[src/rtl/spi_pkg.sv]
// Shared SPI definitions: responder FSM states, default word format and the
// mode-0 edge roles also used by the SPI master.
package spi_pkg;

  typedef enum logic [1:0] {
    ST_IDLE,
    ST_FETCH,
    ST_LOAD,
    ST_SHIFT
  } state_e;

  localparam int         DEF_DATA_W    = 8;
  localparam logic [7:0] DEF_IDLE_BYTE = 8'hFF;

  // Mode 0: CPOL=0, CPHA=0 -> sample on SCLK rise, launch on SCLK fall.
  localparam bit SPI_CPOL       = 1'b0;
  localparam bit SPI_CPHA       = 1'b0;
  localparam bit SAMPLE_ON_RISE = (SPI_CPOL == SPI_CPHA);

endpackage

[src/rtl/spi_slave_core_if.sv]
// FIFO-side handshake of the SPI responder: RX push port and TX pop port.
// The core is the master (it issues wr_en/rd_en); the FIFOs are the slave.
interface spi_slave_core_if #(
  parameter int DATA_W = spi_pkg::DEF_DATA_W
);
  logic              rx_wr_en;
  logic [DATA_W-1:0] rx_wr_data;
  logic              rx_full;
  logic              tx_rd_en;
  logic [DATA_W-1:0] tx_rd_data;
  logic              tx_empty;

  modport master (
    output rx_wr_en, rx_wr_data, tx_rd_en,
    input  rx_full, tx_rd_data, tx_empty
  );

  modport slave (
    input  rx_wr_en, rx_wr_data, tx_rd_en,
    output rx_full, tx_rd_data, tx_empty
  );
endinterface

[src/rtl/spi_in_sync.sv]
// Multi-flop synchroniser for one asynchronous SPI pin, with rise/fall
// detection between the last two stages.
module spi_in_sync #(
  parameter int SYNC_STAGES = 2,
  parameter bit RST_VAL     = 1'b0
) (
  input  logic clk,
  input  logic rst_n,
  input  logic din,
  output logic level,
  output logic rise,
  output logic fall
);

  // Bit 0 is the first stage; bit SYNC_STAGES-1 is the oldest sample.
  logic [SYNC_STAGES-1:0] sync_q;
  logic [SYNC_STAGES-1:0] sync_d;

  always_comb begin
    sync_d = {sync_q[SYNC_STAGES-2:0], din};
  end

  always_ff @(posedge clk or negedge rst_n) begin
    if (!rst_n) begin
      sync_q <= {SYNC_STAGES{RST_VAL}};
    end else begin
      sync_q <= sync_d;
    end
  end

  assign level = sync_q[SYNC_STAGES-1];
  assign rise  =  sync_q[SYNC_STAGES-2] & ~sync_q[SYNC_STAGES-1];
  assign fall  = ~sync_q[SYNC_STAGES-2] &  sync_q[SYNC_STAGES-1];

endmodule

[src/rtl/spi_slave_core.sv]
// Mode-0 SPI responder: oversamples the SPI pins, pushes received words into
// the RX FIFO and shifts TX FIFO words (or IDLE_BYTE) out on MISO.
module spi_slave_core
  import spi_pkg::*;
#(
  parameter int                DATA_W      = DEF_DATA_W,
  parameter int                SYNC_STAGES = 2,
  parameter logic [DATA_W-1:0] IDLE_BYTE   = DEF_IDLE_BYTE
) (
  input  logic              clk,
  input  logic              rst_n,
  input  logic              spi_sclk,
  input  logic              spi_cs_n,
  input  logic              spi_mosi,
  output logic              spi_miso,
  output logic              spi_miso_oe,
  spi_slave_core_if.master  fifo,
  output logic              busy,
  output logic              rx_overrun,
  output logic              tx_underrun
);

  localparam int              CNT_W    = $clog2(DATA_W);
  localparam logic [CNT_W-1:0] LAST_BIT = CNT_W'(DATA_W - 1);
  // Pin order {mosi, cs_n, sclk}; cs_n idles high so its chain resets to 1.
  localparam logic [2:0]      SYNC_RST = 3'b010;

  logic [2:0] pin_raw, pin_lvl, pin_rise, pin_fall;

  assign pin_raw = {spi_mosi, spi_cs_n, spi_sclk};

  genvar gi;
  generate
    for (gi = 0; gi < 3; gi++) begin : g_sync
      spi_in_sync #(
        .SYNC_STAGES (SYNC_STAGES),
        .RST_VAL     (SYNC_RST[gi])
      ) u_sync (
        .clk   (clk),
        .rst_n (rst_n),
        .din   (pin_raw[gi]),
        .level (pin_lvl[gi]),
        .rise  (pin_rise[gi]),
        .fall  (pin_fall[gi])
      );
    end
  endgenerate

  logic sample_edge, launch_edge, cs_rise, cs_fall, mosi_s;
  logic unused_sync;

  assign sample_edge = SAMPLE_ON_RISE ? pin_rise[0] : pin_fall[0];
  assign launch_edge = SAMPLE_ON_RISE ? pin_fall[0] : pin_rise[0];
  assign cs_rise     = pin_rise[1];
  assign cs_fall     = pin_fall[1];
  assign mosi_s      = pin_lvl[2];
  assign unused_sync = &{1'b0, pin_lvl[1:0], pin_rise[2], pin_fall[2]};

  state_e            state_q, state_d;
  logic [CNT_W-1:0]  bit_cnt_q, bit_cnt_d;
  logic [DATA_W-1:0] rx_sr_q, rx_sr_d;
  logic [DATA_W-1:0] tx_sr_q, tx_sr_d;
  logic [DATA_W-1:0] tx_next_q, tx_next_d;
  logic              pend_q, pend_d;        // tx_next must replace tx_sr on next launch edge
  logic              cap_q, cap_d;          // FIFO read data lands this cycle
  logic              use_idle_q, use_idle_d;
  logic              rx_wr_en_q, rx_wr_en_d;
  logic [DATA_W-1:0] rx_wr_data_q, rx_wr_data_d;
  logic              tx_rd_en_c, tx_underrun_c, rx_overrun_c;
  logic [DATA_W-1:0] rx_word;

  assign rx_word = {rx_sr_q[DATA_W-2:0], mosi_s};

  always_comb begin
    state_d       = state_q;
    bit_cnt_d     = bit_cnt_q;
    rx_sr_d       = rx_sr_q;
    tx_sr_d       = tx_sr_q;
    tx_next_d     = tx_next_q;
    pend_d        = pend_q;
    cap_d         = 1'b0;
    use_idle_d    = use_idle_q;
    rx_wr_en_d    = 1'b0;
    rx_wr_data_d  = rx_wr_data_q;
    tx_rd_en_c    = 1'b0;
    tx_underrun_c = 1'b0;
    rx_overrun_c  = 1'b0;

    if (cap_q) begin
      tx_next_d = use_idle_q ? IDLE_BYTE : fifo.tx_rd_data;
    end

    if (cs_rise) begin
      state_d   = ST_IDLE;
      bit_cnt_d = '0;
      pend_d    = 1'b0;
      tx_sr_d   = '0;
    end else begin
      unique case (state_q)
        ST_IDLE: begin
          if (cs_fall) begin
            state_d = ST_FETCH;
          end
        end
        ST_FETCH: begin
          tx_rd_en_c    = !fifo.tx_empty;
          tx_underrun_c = fifo.tx_empty;
          use_idle_d    = fifo.tx_empty;
          state_d       = ST_LOAD;
        end
        ST_LOAD: begin
          tx_sr_d   = use_idle_q ? IDLE_BYTE : fifo.tx_rd_data;
          bit_cnt_d = '0;
          pend_d    = 1'b0;
          state_d   = ST_SHIFT;
        end
        ST_SHIFT: begin
          if (sample_edge) begin
            rx_sr_d   = rx_word;
            bit_cnt_d = bit_cnt_q + 1'b1;
            if (bit_cnt_q == LAST_BIT) begin
              rx_wr_en_d    = !fifo.rx_full;
              rx_overrun_c  = fifo.rx_full;
              if (!fifo.rx_full) begin
                rx_wr_data_d = rx_word;
              end
              // Prefetch now so the next word is ready by the following launch edge.
              tx_rd_en_c    = !fifo.tx_empty;
              tx_underrun_c = fifo.tx_empty;
              use_idle_d    = fifo.tx_empty;
              pend_d        = 1'b1;
              cap_d         = 1'b1;
            end
          end else if (launch_edge) begin
            if (pend_q) begin
              tx_sr_d = tx_next_q;
              pend_d  = 1'b0;
            end else begin
              tx_sr_d = tx_sr_q << 1;
            end
          end
        end
        default: state_d = ST_IDLE;
      endcase
    end
  end

  always_ff @(posedge clk or negedge rst_n) begin
    if (!rst_n) begin
      state_q      <= ST_IDLE;
      bit_cnt_q    <= '0;
      rx_sr_q      <= '0;
      tx_sr_q      <= '0;
      tx_next_q    <= '0;
      pend_q       <= 1'b0;
      cap_q        <= 1'b0;
      use_idle_q   <= 1'b0;
      rx_wr_en_q   <= 1'b0;
      rx_wr_data_q <= '0;
    end else begin
      state_q      <= state_d;
      bit_cnt_q    <= bit_cnt_d;
      rx_sr_q      <= rx_sr_d;
      tx_sr_q      <= tx_sr_d;
      tx_next_q    <= tx_next_d;
      pend_q       <= pend_d;
      cap_q        <= cap_d;
      use_idle_q   <= use_idle_d;
      rx_wr_en_q   <= rx_wr_en_d;
      rx_wr_data_q <= rx_wr_data_d;
    end
  end

  assign busy            = (state_q != ST_IDLE);
  assign spi_miso        = tx_sr_q[DATA_W-1];
  assign spi_miso_oe     = busy;
  assign fifo.rx_wr_en   = rx_wr_en_q;
  assign fifo.rx_wr_data = rx_wr_data_q;
  assign fifo.tx_rd_en   = tx_rd_en_c;
  assign rx_overrun      = rx_overrun_c;
  assign tx_underrun     = tx_underrun_c;

endmodule
[src/flat_wrapper.sv]
// flat-port wrapper written by rule: the top's interface ports become plain ports
module spi_slave_core_flat import spi_pkg::*;
#(
  parameter int                DATA_W      = DEF_DATA_W,
  parameter int                SYNC_STAGES = 2,
  parameter logic [DATA_W-1:0] IDLE_BYTE   = DEF_IDLE_BYTE
)
  (clk, rst_n, spi_sclk, spi_cs_n, spi_mosi, spi_miso, spi_miso_oe, busy, rx_overrun, tx_underrun, fifo_rx_wr_en, fifo_rx_wr_data, fifo_tx_rd_en, fifo_rx_full, fifo_tx_rd_data, fifo_tx_empty);
  spi_slave_core_if #(.DATA_W(DATA_W)) fifo_i ();
  input  logic clk;
  input  logic rst_n;
  input  logic spi_sclk;
  input  logic spi_cs_n;
  input  logic spi_mosi;
  output logic spi_miso;
  output logic spi_miso_oe;
  output logic busy;
  output logic rx_overrun;
  output logic tx_underrun;
  output wire logic [$bits(fifo_i.rx_wr_en)-1:0] fifo_rx_wr_en;
  output wire logic [$bits(fifo_i.rx_wr_data)-1:0] fifo_rx_wr_data;
  output wire logic [$bits(fifo_i.tx_rd_en)-1:0] fifo_tx_rd_en;
  input wire logic [$bits(fifo_i.rx_full)-1:0] fifo_rx_full;
  input wire logic [$bits(fifo_i.tx_rd_data)-1:0] fifo_tx_rd_data;
  input wire logic [$bits(fifo_i.tx_empty)-1:0] fifo_tx_empty;
  assign fifo_rx_wr_en = fifo_i.rx_wr_en;
  assign fifo_rx_wr_data = fifo_i.rx_wr_data;
  assign fifo_tx_rd_en = fifo_i.tx_rd_en;
  assign fifo_i.rx_full = fifo_rx_full;
  assign fifo_i.tx_rd_data = fifo_tx_rd_data;
  assign fifo_i.tx_empty = fifo_tx_empty;
  spi_slave_core #(.DATA_W(DATA_W), .SYNC_STAGES(SYNC_STAGES), .IDLE_BYTE(IDLE_BYTE)) u_core (.clk(clk), .rst_n(rst_n), .spi_sclk(spi_sclk), .spi_cs_n(spi_cs_n), .spi_mosi(spi_mosi), .spi_miso(spi_miso), .spi_miso_oe(spi_miso_oe), .fifo(fifo_i), .busy(busy), .rx_overrun(rx_overrun), .tx_underrun(tx_underrun));
endmodule
[config.mk]
export PLATFORM = sky130hd
export DESIGN_NAME = spi_slave_core_flat
export DESIGN_NICKNAME = d
export VERILOG_FILES = /design/src/rtl/spi_pkg.sv /design/src/rtl/spi_slave_core_if.sv /design/src/rtl/spi_in_sync.sv /design/src/rtl/spi_slave_core.sv /design/src/flat_wrapper.sv
export SDC_FILE = /design/constraint.sdc
export NUM_CORES = 1
export LEC_CHECK = 0
export CORE_MARGIN = 2
export CORE_UTILIZATION = 56
export CTS_CLUSTER_DIAMETER = 30
export DETAILED_ROUTE_END_ITERATION = 16
export PLACE_DENSITY = 0.82
export SYNTH_ARGS = -nofsm -noshare
export SYNTH_HDL_FRONTEND = slang
export SYNTH_HIERARCHICAL = 1
export SYNTH_SLANG_ARGS = --single-unit
[constraint.sdc]
create_clock -name clk -period 3.3 [get_ports clk]
set_clock_uncertainty 0.15 [all_clocks]
set_input_delay 0.66 -clock clk [delete_from_list [all_inputs] [get_ports clk]]
set_output_delay 0.66 -clock clk [all_outputs]
set_load 0.01 [all_outputs]
# Yosys cells after proc, flatten, opt, wreduce, memory -nomap -nowiden
# Index checks and enable logic that the tools add are counted.
# totals
reg_bits	46
in_bits	15
wordCells	90
# op_classes
addsub	1
eq_ne	12
mux	40
bitwise	10
n_reduce_logical	14
# ops
cell	count
$mux W8	5
$mux W1	24
$pmux W8 S2	1
$ne A3 B2 Y1 const B	3
$reduce_and A3 Y1	3
$pmux W1 S2	4
$mux W3	2
$not A1 Y1	6
$pmux W2 S3	1
$pmux W3 S2	1
$reduce_and A5 Y1	1
$and A1 B1 Y1	4
$eq A2 B2 Y1 const B	2
$mux W2	2
$ne A4 B2 Y1 const B	1
$ne A4 B3 Y1 const B	1
$reduce_and A2 Y1	2
$reduce_and A4 Y1	1
$reduce_bool A2 Y1	2
$reduce_bool A4 Y1	1
$add A3 B1 Y3 const B	1
$eq A3 B3 Y1 const B	1
$ne A3 B1 Y1 const B	1
$reduce_bool A3 Y1	1
other kinds (5)	6

# Depth between registers and ports, before layout
# depth
word_depth	6
mapped_depth	6
ltp_nobuf	5

# By module
# The synthesis kept the hierarchy.
# modules_own_cells
mod	instances	cells_per_inst	area_per_inst_um2
spi_slave_core	1	157	1866.8
spi_in_sync at u_core.g_sync[0].u_sync ...	2	4	65.1
spi_in_sync at u_core.g_sync[1].u_sync	1	4	67.6

# Least setup slack after synthesis
# No wires, ideal clock.
# synth_path
path_type	reg2out
start	register u_core.state_q[0]
end	output tx_underrun
arrival_ns	1.289
required_ns	2.490
slack_ns	1.201
stages_incl_launch_ff	5
n_path_buf	1
cell_sequence	dfrtp_1 > ha_1 > buf_2 > a31oi_1 > nor3b_1
# synth_via
elab_chain_len	3
elab_cells_between_ends	4
cone_classes	eq/ne: 2; mux: 2
# synth_lines
element	line_no	source
start: declaration	spi_slave_core.sv:59	state_e state_q, state_d;
start signal: assignment	spi_slave_core.sv:161	state_q <= state_d;
$eq A2 B2 Y1 or $eq A2 B1 Y1 (tied branches)	spi_slave_core.sv:99	unique case (state_q)
$pmux W1 S2 *	spi_slave_core.sv:99	
$mux W1 *	spi_slave_core.sv:93	if (cs_rise) begin
end: declaration	flat_wrapper.sv:19	output logic tx_underrun;
# Every way passes the cells marked *; elsewhere a longest branch is shown, timed or not.

# Worst setup path in the final report
# layout_path
start	register u_core.g_sync[0].u_sync.sync_q[0]
end	output rx_overrun
# layout_via
elab_chain_len	4
# layout_lines
element	line_no	source
start: declaration	spi_in_sync.sv:16	logic [SYNC_STAGES-1:0] sync_q;
start signal: assignment	spi_in_sync.sv:25	sync_q <= {SYNC_STAGES{RST_VAL}};
start signal: assignment	spi_in_sync.sv:27	sync_q <= sync_d;
$and A1 B1 Y1	spi_in_sync.sv:32	assign rise = sync_q[SYNC_STAGES-2] & ~sync_q[SYNC_STAGES-1];
net u_core.pin_rise[0]	spi_slave_core.sv:28	logic [2:0] pin_raw, pin_lvl, pin_rise, pin_fall;
$mux W1	spi_slave_core.sv:118	if (sample_edge) begin
$mux W1	spi_slave_core.sv:99	
$mux W1	spi_slave_core.sv:93	
end: declaration	flat_wrapper.sv:18	output logic rx_overrun;
# The timed path passes the listed nets, and every way through them passes these cells.

==> metrics.txt <==
Hold Vio Cnt, Final=0; initial DRC count=just over 60; GP Congestion=0.853; Synth Instances=approximately 170; Via density=5.55; global route total overflow=0; met3 Usage GRT=about 7.5%; Antenna Cells=0; P&R area growth vs syn=17.6%; max-cap violations=0; reg2reg path depth=4; Register Area=about 1200 um2; Critical Path RT=2.49 ns; Chip Height=around 64 um; Worst EP arrival=~2.3 ns; status=finished, final reports clean; Syn Std Cell Area=~2000 um2; die width=about 64 um; Setup Viol. Count Final=0; PD cells=563 nW/um2; post-route ant nets=0; post-CTS setup buffer count=0; PostCTS Resize Cnt=0; Net Switching=around 0.00043 W; met2 usage=a little over a third; Syn Area/Cell=12.3 um2; io pins=30; Reg power frac=between 50% and 60%; clock sink count=46; remaining routing DRC violations=0; DP Wirelength=2630 um; Hold Startpoint=u_core/g_sync[2].u_sync/sync_q[0]; placed cells=approximately 230; measured slew at the worst slew-check pin=slightly below 1 ns; FF-to-FF Start=u_core/g_sync[0].u_sync/sync_q[0]; Core Footprint=approximately 3400 um2; drt first pass iters=4; Clock Latency Late Sink=~0.36 ns; GRT Max-Usage Layer=met2; CTS clk-pin slew, worst paths=0.12 ns; setup slack, reg-to-reg=around 1.1 ns; Total GRT Usage=around a fifth; final non-filler cell total=around 240; Crit Path Max Fanout=9; final net count=around 220; Multi-input gate area=817 um2; Avg WL per Cell=approximately 15 um; RSZ-0062 raised after global routing=no; met1 usage in global routing=23.6%; Max IR drop VDD=around 0.36 mV; largest net degree at the start of global routing=47; most common cell after layout, fill and taps aside=dfrtp_1; Comb pwr share=around 30%; initial antenna violation count=0; hold endpoint=u_core/g_sync[2].u_sync/sync_q[1]; Layout fillers=252; r2r endpoint=u_core/tx_sr_q[0]; first-pass GRT wire length=6420 um; fmax=324 MHz; CTS tree=built; most frequent cells in the layout=44 x dfrtp_1, 28 x clkdlybuf4s50_1, 19 x nor2_1; cts hold-fix bufs=0; I/O Buffers=29; Slew Limit Headroom=a little over a third; clock root cell=clkbuf_4; Worst Hold Class=flip-flop to flip-flop; vias in the first global route=between 1,000 and 1,500; CP startpoint kind=flip-flop; crit share post-route=between 90 and 100%; detailed-route via count=1,338; Net Sw Frac=31.6%; clock group share of total power=19.1%; Final min period=3.09 ns; Power Total=between 0.001 and 0.0015 W; synth warn=6; final WL=3700 um; Final TNS setup=0 ns; CTS Buf Count=5; Pleak=between 1 and 1.5 nW; crit path kind=flip-flop to primary output; syn_nets=~190; fin. max-slew vios=0; Longest Clk Path Bufs=2; full die area=slightly above 4000 um2; Pint=between 0.0009 and 0.001 W; initial core utilization=60.0%; layout cell share with drive strength beyond 1=17.4%; Site Rows=21; Max H-tree Level=2; Crit. End Element=primary output; hold path cells=0
[layout make-up]
type                    instances  area share [%]
flip-flops and latches         46            47.9
multi-input cells             104            33.9
repair buffers                 31            12.5
well taps                      46            2.39
clock buffers                   5            1.56
inverters                       6           0.935
clock inverters                 3           0.883
[sequential cells by signal, summed over array words and instances, names as in the netlist, 2 cells and up]
signal,cells
u_core/fifo.rx_wr_data,8
u_core/tx_next_q,8
u_core/tx_sr_q,8
u_core/rx_sr_q,7
u_core/g_sync.u_sync/sync_q,6
u_core/bit_cnt_q,3
u_core/state_q,2
[per-stage QoR]
step	hold slack [ns]	setup WS [ns]	cell area (um2)	util, %
3_5_place_dp	0.205	0.549	2350	68.8
5_1_grt	0.239	0.0204	2410	70.5
6_report	0.228	0.214	2410	70.5
2_1_floorplan	0.181	1.20	2050	-
4_1_cts	0.232	0.212	2410	70.5
3_3_place_gp	0.190	0.617	2350	68.8
[power by group through the flow]
stage | clock [W] | combinational [W] | sequential [W]
finish | 0.000259 | 0.000397 | 0.000702
global route | 0.000302 | 0.000442 | 0.000714
CTS | 0.000268 | 0.000398 | 0.000701
detailed placement | 0 | 0.000396 | 0.000713
global placement | 0 | 0.000378 | 0.000708
floorplan | 0 | 0.000292 | 0.000687
[critical path, stage by stage (launching register included)]
cell and delay [ns]:
dfrtp_1 0.38, nor2b_1 0.50, and4b_1 0.35, and2_1 0.16
clkdlybuf4s50_1 0.54
[worst max path at each step]
stage | cells after the start | slack [ns] | startpoint | to
finish | 4 | 0.21 | u_core/g_sync[0].u_sync/sync_q[0] | rx_overrun
global route | 4 | 0.02 | u_core/g_sync[0].u_sync/sync_q[0] | tx_underrun
floorplan | 4 | 1.20 | u_core/state_q[0] | tx_underrun
CTS | 4 | 0.21 | u_core/g_sync[0].u_sync/sync_q[0] | rx_overrun
global placement | 3 | 0.62 | fifo_tx_empty | tx_underrun
detailed placement | 3 | 0.55 | fifo_tx_empty | tx_underrun
[routing by layer]
| layer | vias up | wire [um] |
|---|---|---|
| met1 | 672 | 1530 |
| met4 | 0 | 40 |
| li1 | 638 | - |
| met5 | - | 0 |
| met3 | 4 | 161 |
| met2 | 24 | 1970 |
Power figures use the tool's default switching activity.
